===== src/rtl/bin_to_bcd_stream.sv =====
// Sequential binary-to-BCD converter (shift/add-3, one bit per clock) with
// valid/ready handshakes, optional two's-complement input, overflow and leading-zero mask.
//
// state   | meaning
// IDLE    | waiting for an input; in_ready high
// CONVERT | shifting one magnitude bit per clock into the digit accumulator
// HOLD    | result presented with out_valid until out_ready
module bin_to_bcd_stream #(
    parameter int IN_WIDTH  = 16,
    parameter int DIGITS    = 5,
    parameter bit SIGNED_EN = 1'b1
) (
    input  logic                  clk,
    input  logic                  rst_n,
    input  logic                  in_valid,
    output logic                  in_ready,
    input  logic [IN_WIDTH-1:0]   bin_in,
    input  logic                  signed_mode,
    output logic                  out_valid,
    input  logic                  out_ready,
    output logic [4*DIGITS-1:0]   bcd_out,
    output logic                  sign,
    output logic                  overflow,
    output logic [DIGITS-1:0]     blank_mask,
    output logic                  busy
);

    localparam int DW = 4 * DIGITS;
    localparam int CW = $clog2(IN_WIDTH + 1);

    typedef enum logic [1:0] {IDLE, CONVERT, HOLD} state_t;

    state_t                 state;
    logic [DW-1:0]          digits;
    logic [IN_WIDTH-1:0]    mag;
    logic [CW-1:0]          bit_cnt;

    logic [DW-1:0]          adj;
    logic [DW+IN_WIDTH:0]   shifted;
    logic                   neg_in;
    logic [IN_WIDTH-1:0]    mag_in;

    function automatic logic [DIGITS-1:0] blank_of(input logic [DW-1:0] d);
        logic [DIGITS-1:0] m;
        logic              z;
        m = '0;
        z = 1'b1;
        for (int i = DIGITS - 1; i >= 1; i--) begin
            z    = z & (d[4*i +: 4] == 4'd0);
            m[i] = z;
        end
        return m;
    endfunction

    always_comb begin
        adj = digits;
        for (int i = 0; i < DIGITS; i++) begin
            if (digits[4*i +: 4] >= 4'd5)
                adj[4*i +: 4] = digits[4*i +: 4] + 4'd3;
        end
    end

    // Top bit is the carry out of the most significant digit; the rest is the shifted {digits, mag}.
    assign shifted = {adj, mag, 1'b0};

    assign neg_in = SIGNED_EN && signed_mode && bin_in[IN_WIDTH-1];
    assign mag_in = neg_in ? (~bin_in + IN_WIDTH'(1)) : bin_in;

    assign in_ready  = (state == IDLE);
    assign out_valid = (state == HOLD);
    assign busy      = (state == CONVERT) || (state == HOLD);
    assign bcd_out   = digits;

    always_ff @(posedge clk or negedge rst_n) begin
        if (!rst_n) begin
            state      <= IDLE;
            digits     <= '0;
            mag        <= '0;
            bit_cnt    <= '0;
            sign       <= 1'b0;
            overflow   <= 1'b0;
            blank_mask <= '0;
        end else begin
            case (state)
                IDLE: begin
                    if (in_valid) begin
                        state      <= CONVERT;
                        digits     <= '0;
                        mag        <= mag_in;
                        sign       <= neg_in;
                        overflow   <= 1'b0;
                        bit_cnt    <= CW'(IN_WIDTH);
                        blank_mask <= blank_of('0);
                    end
                end
                CONVERT: begin
                    digits     <= shifted[DW+IN_WIDTH-1 -: DW];
                    mag        <= shifted[IN_WIDTH-1:0];
                    overflow   <= overflow | shifted[DW+IN_WIDTH];
                    blank_mask <= blank_of(shifted[DW+IN_WIDTH-1 -: DW]);
                    bit_cnt    <= bit_cnt - CW'(1);
                    if (bit_cnt == CW'(1))
                        state <= HOLD;
                end
                HOLD: begin
                    if (out_ready)
                        state <= IDLE;
                end
                default: state <= IDLE;
            endcase
        end
    end

endmodule


===== config.mk =====
export PLATFORM = sky130hd
export DESIGN_NAME = bin_to_bcd_stream
export DESIGN_NICKNAME = d
export VERILOG_FILES = /design/src/rtl/bin_to_bcd_stream.sv
export SDC_FILE = /design/constraint.sdc
export NUM_CORES = 1
export LEC_CHECK = 0
export CORE_ASPECT_RATIO = 1.2
export CORE_MARGIN = 5
export CORE_UTILIZATION = 34
export CTS_CLUSTER_DIAMETER = 60
export CTS_CLUSTER_SIZE = 16
export DETAILED_ROUTE_END_ITERATION = 8
export GPL_TIMING_DRIVEN = 0
export HOLD_SLACK_MARGIN = 0.08
export PLACE_DENSITY = 0.53
export SKIP_CTS_REPAIR_TIMING = 1
export SYNTH_ARGS = -nofsm -noshare
export SYNTH_HDL_FRONTEND = slang
export SYNTH_SLANG_ARGS = --single-unit

===== constraint.sdc =====
create_clock -name clk -period 2.5 [get_ports clk]
set_input_delay 0.625 -clock clk [delete_from_list [all_inputs] [get_ports clk]]
set_output_delay 0.625 -clock clk [all_outputs]
set_load 0.02 [all_outputs]

## Word level (Yosys, flattened, before mapping)

Cells that the tools add are included.

| word-level totals | value |
|---|---|
| flip-flop bits (word level) | 50 |
| latch bits | 0 |
| bits in writable memories | 0 |
| bits in read-only memories | 0 |
| input port bits | 21 |
| output and inout bits | 30 |
| memories kept | 0 |

| operators by class | value |
|---|---|
| $add $sub $neg | 7 |
| multiply operators | 0 |
| div/mod/pow operators | 0 |
| order comparisons | 5 |
| equality and inequality tests | 6 |
| shift operators | 0 |
| mux-type cells | 20 |
| bitwise gates (word level) | 5 |
| reduce and logical (&&, ||, !) cells | 11 |

Operators with widths:

| cell | count |
|---|---|
| 20-bit case mux with 2 select lines | 1 |
| 16-bit 2-to-1 mux | 2 |
| 16-bit case mux with 2 select lines | 1 |
| 4-bit by 2-bit adder with 4-bit output (second input constant) | 5 |
| 4-bit by 3-bit >= comparator with 1-bit output (second input constant) | 5 |
| 20-bit 2-to-1 mux | 1 |
| 4-bit 2-to-1 mux | 5 |
| 5-bit case mux with 2 select lines | 2 |
| 16-bit by 1-bit adder with 16-bit output (second input constant) | 1 |
| 4-bit logical NOT | 4 |
| 16-bit inverter | 1 |
| 5-bit 2-to-1 mux | 2 |
| 2-bit 2-to-1 mux | 3 |
| 2-bit case mux with 3 select lines | 1 |
| 5-bit by 1-bit == test with 1-bit output (second input constant) | 1 |
| 5-bit by 1-bit subtractor with 5-bit output (second input constant) | 1 |
| 2-bit by 1-bit inequality test with 1-bit output (second input constant) | 2 |
| 2-bit AND reduction | 2 |
| 1-bit bitwise AND | 3 |
| 3-bit AND reduction | 1 |
| 2-bit by 1-bit == test with 1-bit output (second input constant) | 1 |
| 2-bit == test (second input constant) | 1 |
| 2-bit logical NOT | 1 |
| 2-bit inequality test (second input constant) | 1 |
| other kinds (6) | 6 |

## Longest topological paths before layout

Gate-level depths: netlist (run 1).

| depth | value |
|---|---|
| depth after elaboration | 7 |
| gate-level depth with buffers | 8 |
| mapped depth without buffers | 7 |

## Least setup slack after synthesis (run 1)

OpenSTA, ideal clock, no wires.

| path | value |
|---|---|
| path type | register to register |
| start point | register digits[16], in the netlist bcd_out[16] |
| end point | register blank_mask[1] |
| library setup time | 0.095 ns |
| data arrival time | 1.847 ns |
| slack | 0.557 ns |
| stages on the path, launching flop included | 8 |
| path buffers | 0 |
| clock period less this slack | 1.943 ns |
| cells stage by stage | dfrtp_1 > inv_1 > ha_1 > nand2b_1 > a21oi_1 > mux2i_1 > nand4_1 > o31ai_1 |

| on the way | value |
|---|---|
| cells in the longest elaborated chain, start to end | 7 |
| elaborated cells between the ends (all ways) | 8 |
| classes of those cells | add/sub: 1; order compare: 1; mux: 2; bitwise: 3; reduce/logical: 1 |

Ends and longest elaborated chain:

| element | RTL line | text |
|---|---|---|
| start: declaration | 34 | `logic [DW-1:0] digits;` |
| start signal: assignment | 97 | `digits <= shifted[DW+IN_WIDTH-1 -: DW];` |
| 4-bit by 2-bit adder with 4-bit output or 4-bit by 3-bit >= comparator with 1-bit output (tied branches) | 59, 58 |  |
| 4-bit 2-to-1 mux (*) | 58 | `if (digits[4*i +: 4] >= 4'd5)` |
| 4-bit logical NOT (*) | 49 | `z = z & (d[4*i +: 4] == 4'd0);` |
| 1-bit bitwise AND (*) (3 in a row) | 49 |  |
| 5-bit case mux with 2 select lines (*) | 84 | `case (state)` |
| end signal: assignment | 93 | `blank_mask <= blank_of('0);` |
| end signal: assignment | 100 | `blank_mask <= blank_of(shifted[DW+IN_WIDTH-1 -: DW]);` |
| end: declaration | 24 | `output logic [DIGITS-1:0] blank_mask,` |

Every way passes the cells marked *; elsewhere a longest branch is shown, timed or not.
A chain may end at the register's enable or synchronous reset.

## Final worst setup path (run 1)

| path | value |
|---|---|
| start point | input port bin_in[4] |
| end point | register mag[14] |

| on the way | value |
|---|---|
| cells in the longest elaborated chain, start to end | 5 |

Ends and longest elaborated chain:

| element | RTL line | text |
|---|---|---|
| start: declaration | 17 | `input logic [IN_WIDTH-1:0] bin_in,` |
| 16-bit inverter | 67 | `assign mag_in = neg_in ? (~bin_in + IN_WIDTH'(1)) : bin_in;` |
| 16-bit by 1-bit adder with 16-bit output | 67 |  |
| 16-bit 2-to-1 mux | 67 |  |
| 16-bit 2-to-1 mux | 86 | `if (in_valid) begin` |
| 16-bit case mux with 2 select lines | 84 |  |
| end signal: assignment | 89 | `mag <= mag_in;` |
| end signal: assignment | 98 | `mag <= shifted[IN_WIDTH-1:0];` |
| end: declaration | 35 | `logic [IN_WIDTH-1:0] mag;` |

Every way passes these cells. The select of a mux whose other input is x is not followed.

==> out/qor.yml, run 1 <==
timing:
  hold_slack_ns: 0.2124
  rsz0062_at_grt: "no"
  fmaxAchievable_ghz: 0.4251
  period_share_pct: 94.10
  slew_headroom_pct: 42.06
  tightest_slew_ns: 0.8611
  fin_ws_ns: 0.1474
  finalHoldViolCount: 0
  fin_crit_ns: 2.353
  fin_worst_skew_ns: 0.004250
  maxSlewViolCount: 0
  setup_viol: 0
synth:
  yosys_warnings: 0
  synth_area_um2: 2877
  synth_nets: 366
  async_flop_share_pct: 100.0
  syn_inst: 329
  synth_edf_count: 0
  avgSynthCellArea_um2: 8.743
  yosysSeqAreaShare_pct: 42.63
  ys_types: 38
  ys_seq_elements: 49
  synthFlopType: "dfrtp_1"
cells_and_area:
  stdcell_area_um2: 3631
  layout_common_cells: "dfrtp_1 (49), clkdlybuf4s50_1 (48), o21ai_0 (41)"
  syn_to_final_growth_pct: 26.23
  fillers: 839
  layout-drive-gt1-share_pct: 4.910
  diodes: 0
  fin_nets: 423
  final_common_cell: "dfrtp_1"
  fin_cells: 501
setup_path:
  r2r-start: "bcd_out[16]"
  cp.arrival_ns: 2.54
  r2r_end: "blank_mask[1]"
  critical_path_class: "input pin to flop"
  rr_worst_depth: 7
  required_ns: 2.68
  worstSetupStartpointType: "input pin"
  r2r_slack_ns: 0.33
  cp_max_fo: 10
  end_kind: "flop"
clock_tree:
  cts_tree: "built"
  clock_path_buffers: 2
  clk_latency_ns: 0.30
  cts_sinks: 49
  cts-htree-levels: 2
  cts_buffers: 5
  cts_root_buf: "clkbuf_8"
  clk_pin_slew_ns: 0.09
floorplan:
  num_rows: 36
  num_io_pins: 51
  die_area_um2: 10410
  die_h_um: 110.8
  die_w_um: 93.97
  core-area_um2: 8198
  start_util_pct: 35.09
place:
  dp_cells: 493
  dp_hpwl_mm: 5.272
  placed_cell_area_um2: 3525
  gp_congestion: 0.8330
  place_ws_ns: -0.1371
  io_buffers: 49
status:
  status: "complete, no violations"
drt:
  dr.pass1.iters: 4
  wl_mm: 6.979
  vias: 2538
  antenna_left: 0
  route.detailed.drc: 0
  wire_per_inst_um: 13.93
  initialDrtViolationCount: 74
  vias_per_cell: 5.066
pwr:
  peakVddDrop_uv: 297.4
  power_density_nw_per_um2: 1116
  leakage_nw: 1.553
global_routing:
  grt_use_total_pct: 14.17
  grt_pass1_vias: 2570
  grt_pass1_wl_mm: 12.12
  grt_max_degree: 38
  antenna_found_initial: 0
  grt-ovfl-total: 0
min_path:
  min_path_type: "input pin to async pin"
run:
  drv_cap: 0
==> Yosys cell counts, types with 2 or more instances <==
cell type	n	area share, %
nand2_1	40	5.2
dfrtp_1	49	43
nor3_1	6	1.0
a41oi_1	3	0.91
nor4_1	3	0.65
nand4_1	2	0.43
a32o_1	2	0.70
a22oi_1	3	0.78
buf_2	4	0.70
nor3b_1	8	2.1
inv_1	19	2.5
xnor2_1	12	3.7
a21oi_1	31	5.4
nor2_1	23	3.0
mux2i_1	7	2.4
and2_1	2	0.43
ha_1	16	7.0
a31oi_1	3	0.65
o31ai_1	3	0.78
o22ai_1	14	3.0
nand3_1	6	1.0
o21ai_0	41	7.1
or3_1	2	0.43
clkbuf_1	5	0.65
nand2b_1	5	1.1
xor2_1	8	2.4
==> layout make-up <==
class	count	area, um^2	share of cell area (%)
Tap cell	114	142.6	3.928
Timing Repair Buffer	50	505.5	13.92
Multi-Input combinational cell	250	1533	42.21
Buffer	11	51.30	1.413
Inverter	19	71.32	1.964
Clock buffer	7	96.34	2.653
Sequential cell	49	1226	33.77
Clock inverter	1	5.005	0.1378
==> state kept, by name (all words and copies together), names as in the netlist <==
name,flops
bcd_out,20
bit_cnt,5
blank_mask,4
mag,16
overflow,1
sign,1
state,2
==> where the power goes <==
group / internal, mW / switching [mW]
sequential: 1.10 / 0.232
combinational: 0.900 / 1.31
clock: 0.251 / 0.265
==> logic make-up after synthesis <==
logic type | after synthesis | synth area share [%]
AOI/OAI and AO/OA | 104 | 20.62
muxes | 7 | 2.436
DFF | 49 | 42.63
buffers and inverters | 30 | 4.219
xor gates and xnor gates | 20 | 6.090
other | 1 | 0.1304
adders and majority gates | 16 | 6.959
and+or+nand+nor | 102 | 16.92
==> routing by layer <==
metal	up-vias	track usage [%]	share of wire (%)
met3	5	2.512	3.0
met5	-	0	0
met2	58	25.34	51
li1	1277	-	-
met4	0	2.601	0.76
met1	1198	17.69	45
==> how the worst max path moves through the flow <==
stage / from / to / slack [ns] / depth (start not counted)
6_report: bin_in[4] / mag[14] / 0.15 / 6
5_1_grt: bin_in[4] / mag[13] / 0.01 / 5
4_1_cts: state[1] / in_ready / 0.14 / 3
3_5_place_dp: bin_in[4] / mag[14] / -0.14 / 6
3_3_place_gp: rst_n / mag[12] / -0.78 / 1
2_1_floorplan: bcd_out[16] / blank_mask[1] / 0.56 / 7
==> through the flow <==
stage          power [mW]  util [%]  setup TNS [ns]
2_1_floorplan       2.777         -               0
3_3_place_gp        3.538     42.81          -38.68
3_5_place_dp        3.571     42.99         -0.5389
4_1_cts             4.105     44.23               0
5_1_grt             4.452     44.29               0
6_report            4.051     44.29               0
==> critical path, stage by stage <==
cell             delay [ns]
clkdlybuf4s50_1        0.46
nor4_2                 0.79
and3_1                 0.28
a21oi_1                0.08
xnor2_1                0.21
o22ai_1                0.10
Note: power is estimated with default switching activity, not from simulation.
==> run 2: changes to the inputs <==
==> constraint.sdc (replaced) <==
create_clock -name clk -period 2.5 [get_ports clk]
set_input_delay 0.625 -clock clk [delete_from_list [all_inputs] [get_ports clk]]
set_output_delay 0.625 -clock clk [all_outputs]
set_load 0.1 [all_outputs]
==> run 2 against run 1 <==
Effect of this change:
- cell count did not move
- critical endpoint is now blank_mask[2]
- largest cell class unchanged
- core utilization up 0.52 points
- die area stayed put
- routed wire length up 1.1%
- sequential cell count unchanged
==> out/qor.yml, run 2 (synthesis gave the netlist of run 1 again) <==
status:
  status: "complete, no violations"
place:
  io_buffers: 49  # unchanged
  place_ws_ns: -0.1975  # -0.06033 ns
  gp_congestion: 0.8246  # -1.0%
  dp_hpwl_mm: 5.299  # +0.50%
cells_and_area:
  largest_reg_flops: 20  # unchanged
  seq_area_um2: 1227  # +0.10%
  layout-drive-gt1-share_pct: 5.168  # +0.26 points
  syn_to_final_growth_pct: 27.71
  final_common_cell: "dfrtp_1"
  fillers: 846  # +0.83%
  fin_nets: 423  # unchanged
  multi_input_area_um2: 1540  # +0.49%
  diodes: 0  # unchanged
  layout_common_cells: "dfrtp_1 (48), o21ai_0 (41), nand2_1 (40)"
clock_tree:
  cts_root_buf: "clkbuf_8"
  cts_sinks: 49  # unchanged
  cts_buffers: 5  # unchanged
  clk_pin_slew_ns: 0.10  # about the same
  cts_tree: "built"
  clk_latency_ns: 0.30  # about the same
  clock_path_buffers: 2  # unchanged
  cts-htree-levels: 2  # unchanged
timing:
  tightest_slew_ns: 0.9836  # +0.1225 ns
  period_share_pct: 97.55  # +3.4 points
  fmaxAchievable_ghz: 0.4101  # -3.5%
  setup_tns_ns: 0  # unchanged
  fin_worst_skew_ns: 0.007978  # +0.003728 ns
  hold_slack_ns: 0.2271  # +0.01472 ns
  finalHoldViolCount: 0  # unchanged
  fin_ws_ns: 0.06136  # -0.08608 ns
  fin_crit_ns: 2.439  # +0.08608 ns
  maxSlewViolCount: 0  # unchanged
  slew_headroom_pct: 34.22  # -7.8 points
  setup_viol: 0  # unchanged
  rsz0062_at_grt: "no"
global_routing:
  busiest_layer: "met2"
  met3_usage_pct: 2.308  # -0.20 points
  grt_pass1_wl_mm: 11.93  # -1.6%
  met2_usage_pct: 24.49  # -0.85 points
  grt_use_total_pct: 13.88  # -0.29 points
  grt-ovfl-total: 0  # unchanged
  grtUsageMet1_pct: 17.47  # -0.23 points
  grt_pass1_vias: 2506  # -2.5%
  antenna_found_initial: 0  # unchanged
  grt_max_degree: 36  # -5.3%
floorplan:
  start_util_pct: 35.09  # unchanged
  num_rows: 36  # unchanged
  die_h_um: 110.8  # unchanged
  die_w_um: 93.97  # unchanged
  die_area_um2: 10410  # unchanged
  num_io_pins: 51  # unchanged
  core-area_um2: 8198  # unchanged
setup_path:
  required_ns: 1.88  # -0.80 ns
  slowest_stage: "clkdlybuf4s50_1"
  end_kind: "output pin"
  path_cells: "clkdlybuf4s50_1"
  cp.arrival_ns: 1.81  # -0.73 ns
  cp_max_fo: 2  # -8
  cp_top_family: "buffers and inverters"
  critical_path_class: "flop to output pin"
  critPathBufInv: 1  # unchanged
  worstSetupStartpointType: "flop"
  max_stage_delay_ns: 1.14  # +0.35 ns
drt:
  initialDrtViolationCount: 59  # -20%
  route.detailed.drc: 0  # unchanged
  antenna_left: 0  # unchanged
  wire_per_inst_um: 14.09  # +1.1%
  dr.pass1.iters: 4  # unchanged
  wl_mm: 7.058  # +1.1%
  vias_per_cell: 5.058  # -0.16%
  vias: 2534  # -0.16%
min_path:
  min_path_type: "input pin to async pin"
pwr:
  leakage_nw: 1.926  # +24%
  power_density_nw_per_um2: 1326  # +19%
  peakVddDrop_uv: 391.5  # +32%
run:
  drv_cap: 0  # unchanged
==> run 2: cell types whose count changed in the layout (fill, tap and decap cells not counted), sizes merged <==
cell and change:
buf -1, clkdlybuf4s50 -23, clkinv +1, clkinvlp +1, dlymetal6s2s +22
==> run 2: path summary, 6_finish.rpt <==
kind,slack [ns],to,from,cells after the start
max,0.06,blank_mask[2],blank_mask[2],1
min,0.23,bcd_out[13],rst_n,1
max reg2reg,0.22,bcd_out[16],state[1],7
min reg2reg,0.49,mag[3],mag[3],2
max in group asynchronous,1.77,bcd_out[3],rst_n,2
min in group clk,0.49,mag[3],mag[3],2
==> run 2: per-stage QoR <==
stage | util (%) | power, mW | cell area (um^2) | cells
finish | 44.81 | 4.870 | 3674 | 501
global placement | 42.86 | 4.439 | 3513 | 492
floorplan | - | 3.687 | 2880 | 329
global route | 44.81 | 5.235 | 3674 | 501
detailed placement | 43.04 | 4.467 | 3528 | 493
CTS | 44.09 | 4.960 | 3615 | 501
==> run 2: routing by layer <==
metal	routed length, um	up-vias
li1	-	1284
met1	3217	1197
met2	3513	46
met3	252	7
met4	75	0
met5	0	-
==> run 2: final cells by class <==
type,instances,area share [%]
Multi-Input combinational cell,250,41.93
Buffer,11,1.362
Inverter,19,1.941
Timing Repair Buffer,50,15.12
Tap cell,114,3.883
Clock buffer,5,1.873
Sequential cell,49,33.41
Clock inverter,3,0.4768
==> run 2: report_power, final <==
group	switching, mW	internal (mW)
logic	2.21	0.874
registers	0.221	1.10
clock network	0.280	0.194
total	2.71	2.16
==> run 3: changes to the inputs <==
Settings changed: SLEW_MARGIN set to 20.
==> run 3 against run 2 <==
Effect of this change:
- worst hold slack better by 0.11 ns
- clock skew is 0.0019 ns lower
- register-to-register slack hardly changed
- sequential cell count stayed put
- sequential power hardly changed
- via count is 0.79% lower
- non-clock buffer count is 1 lower
- sequential share of layout area hardly changed
- critical path depth stayed put
- cell count is 0.20% lower
- clock power is 9.3% higher
==> out/qor.yml, run 3 (synthesis gave the netlist of run 1 again) <==
drt:
  wire_per_inst_um: 14.22  # +0.92%
  initialDrtViolationCount: 79  # +34%
  antenna_left: 0  # unchanged
  vias_per_cell: 5.028  # -0.59%
  route.detailed.drc: 0  # unchanged
  wl_mm: 7.109  # +0.72%
  vias: 2514  # -0.79%
  dr.pass1.iters: 4  # unchanged
timing:
  finalHoldViolCount: 0  # unchanged
  fin_worst_skew_ns: 0.006040  # -0.001938 ns
  slew_headroom_pct: 34.66  # +0.44 points
  hold_slack_ns: 0.3358  # +0.1087 ns
  tightest_slew_ns: 0.9771  # -0.006552 ns
  setup_viol: 0  # unchanged
  fin_crit_ns: 2.436  # -0.002192 ns
  maxSlewViolCount: 0  # unchanged
  rsz0062_at_grt: "no"
  fin_ws_ns: 0.06355  # +0.002192 ns
  fmaxAchievable_ghz: 0.4104  # about the same
  period_share_pct: 97.46  # about the same
setup_path:
  rr_worst_depth: 7  # unchanged
  cp.arrival_ns: 1.81  # about the same
  r2r_end: "bcd_out[16]"
  slowest_stage: "clkdlybuf4s50_1"
  r2r-start: "state[1]"
  end_kind: "output pin"
  path_cells: "clkdlybuf4s50_1"
  max_stage_delay_ns: 1.14  # about the same
  critical_path_class: "flop to output pin"
  required_ns: 1.88  # about the same
  cp_top_family: "buffers and inverters"
  worstSetupStartpointType: "flop"
  cp_max_fo: 2  # unchanged
  critPathBufInv: 1  # unchanged
  r2r_slack_ns: 0.22  # about the same
cells_and_area:
  layout_common_cells: "dfrtp_1 (48), o21ai_0 (41), nand2_1 (40)"
  seq_area_um2: 1227  # unchanged
  final_common_cell: "dfrtp_1"
  fin_nets: 422  # -0.24%
  largest_reg_flops: 20  # unchanged
  stdcell_area_um2: 3671  # about the same
  fillers: 842  # -0.47%
  diodes: 0  # unchanged
  multi_input_area_um2: 1540  # unchanged
  syn_to_final_growth_pct: 27.62  # about the same
  final_util_pct: 44.78  # about the same
  layout-drive-gt1-share_pct: 4.922  # -0.25 points
clock_tree:
  clk_pin_slew_ns: 0.09  # about the same
  cts_sinks: 49  # unchanged
  clk_latency_ns: 0.30  # about the same
  cts_tree: "built"
  clock_path_buffers: 2  # unchanged
  cts-htree-levels: 2  # unchanged
  cts_buffers: 5  # unchanged
  cts_root_buf: "clkbuf_8"
place:
  gp_congestion: 0.8246  # unchanged
  dp_hpwl_mm: 5.228  # -1.3%
  io_buffers: 49  # unchanged
  placed_cell_area_um2: 3511  # -0.50%
  place_ws_ns: -0.1969  # +0.0005290 ns
floorplan:
  start_util_pct: 35.09  # unchanged
  die_w_um: 93.97  # unchanged
  num_rows: 36  # unchanged
  num_io_pins: 51  # unchanged
  core-area_um2: 8198  # unchanged
  die_h_um: 110.8  # unchanged
  die_area_um2: 10410  # unchanged
pwr:
  peakVddDrop_uv: 386.8  # -1.2%
  leakage_nw: 1.928  # about the same
  power_density_nw_per_um2: 1340  # +1.1%
status:
  status: "complete, no violations"
global_routing:
  grt_pass1_wl_mm: 11.95  # +0.17%
  grt_max_degree: 50  # +39%
  grt_use_total_pct: 13.95  # +0.072 points
  grt-ovfl-total: 0  # unchanged
  grt_pass1_vias: 2611  # +4.2%
  antenna_found_initial: 0  # unchanged
min_path:
  min_path_type: "input pin to async pin"
run:
  drv_cap: 0  # unchanged
[run 3: changes by cell type in the layout (fill, tap and decap cells not counted)]
cell / delta
clkbuf_8: +2
buf_12: -1
buf_2: -1
buf_4: +1
clkinv_2: -1
clkinvlp_4: -1
[run 3: where the power goes]
group	switching [mW]	total [mW]	internal (mW)
Combinational	2.21	3.08	0.872
Sequential	0.222	1.32	1.10
Clock	0.267	0.518	0.251
Total	2.70	4.92	2.22
[run 3: layout make-up]
| cell class | count | area share [%] |
|---|---|---|
| buffer | 11 | 1.363 |
| clock buffer | 7 | 2.624 |
| clock inverter | 1 | 0.1363 |
| inverter | 19 | 1.943 |
| multi-input combinational | 250 | 41.96 |
| sequential | 49 | 33.44 |
| tap | 114 | 3.885 |
| timing repair buffer | 49 | 14.66 |
[run 3: worst max path at each step]
stage	slack (ns)	cells after the start	start	endpoint
2_1_floorplan	0.03	7	bcd_out[13]	blank_mask[1]
3_3_place_gp	-1.01	1	rst_n	bcd_out[17]
3_5_place_dp	-0.20	6	bin_in[4]	mag[14]
4_1_cts	-0.34	3	state[1]	in_ready
5_1_grt	0.002	3	state[1]	busy
6_report	0.06	1	blank_mask[2]	blank_mask[2]
[run 3: worst register-to-register path, cell delays in order, from the launching register on]
cell and delay (ns):
dfrtp_1 0.41, inv_1 0.09, ha_1 0.13, buf_2 0.19, inv_1 0.16, o21ai_1 0.50
clkbuf_1 0.51, o22ai_1 0.15
[run 3: per-stage QoR]
step | power [mW] | setup TNS, ns | instances
2_1_floorplan | 3.687 | 0 | 329
3_3_place_gp | 4.439 | -40.68 | 492
3_5_place_dp | 4.472 | -0.9693 | 492
4_1_cts | 5.006 | -1.622 | 500
5_1_grt | 5.300 | 0 | 500
6_report | 4.919 | 0 | 500
[run 3: metal layers]
metal	wire length [um]	global-route usage, %	vias to the layer above
li1	-	-	1275
met1	3175	17.31	1182
met2	3601	24.77	49
met3	243	2.240	8
met4	89	3.565	0
met5	0	0	-
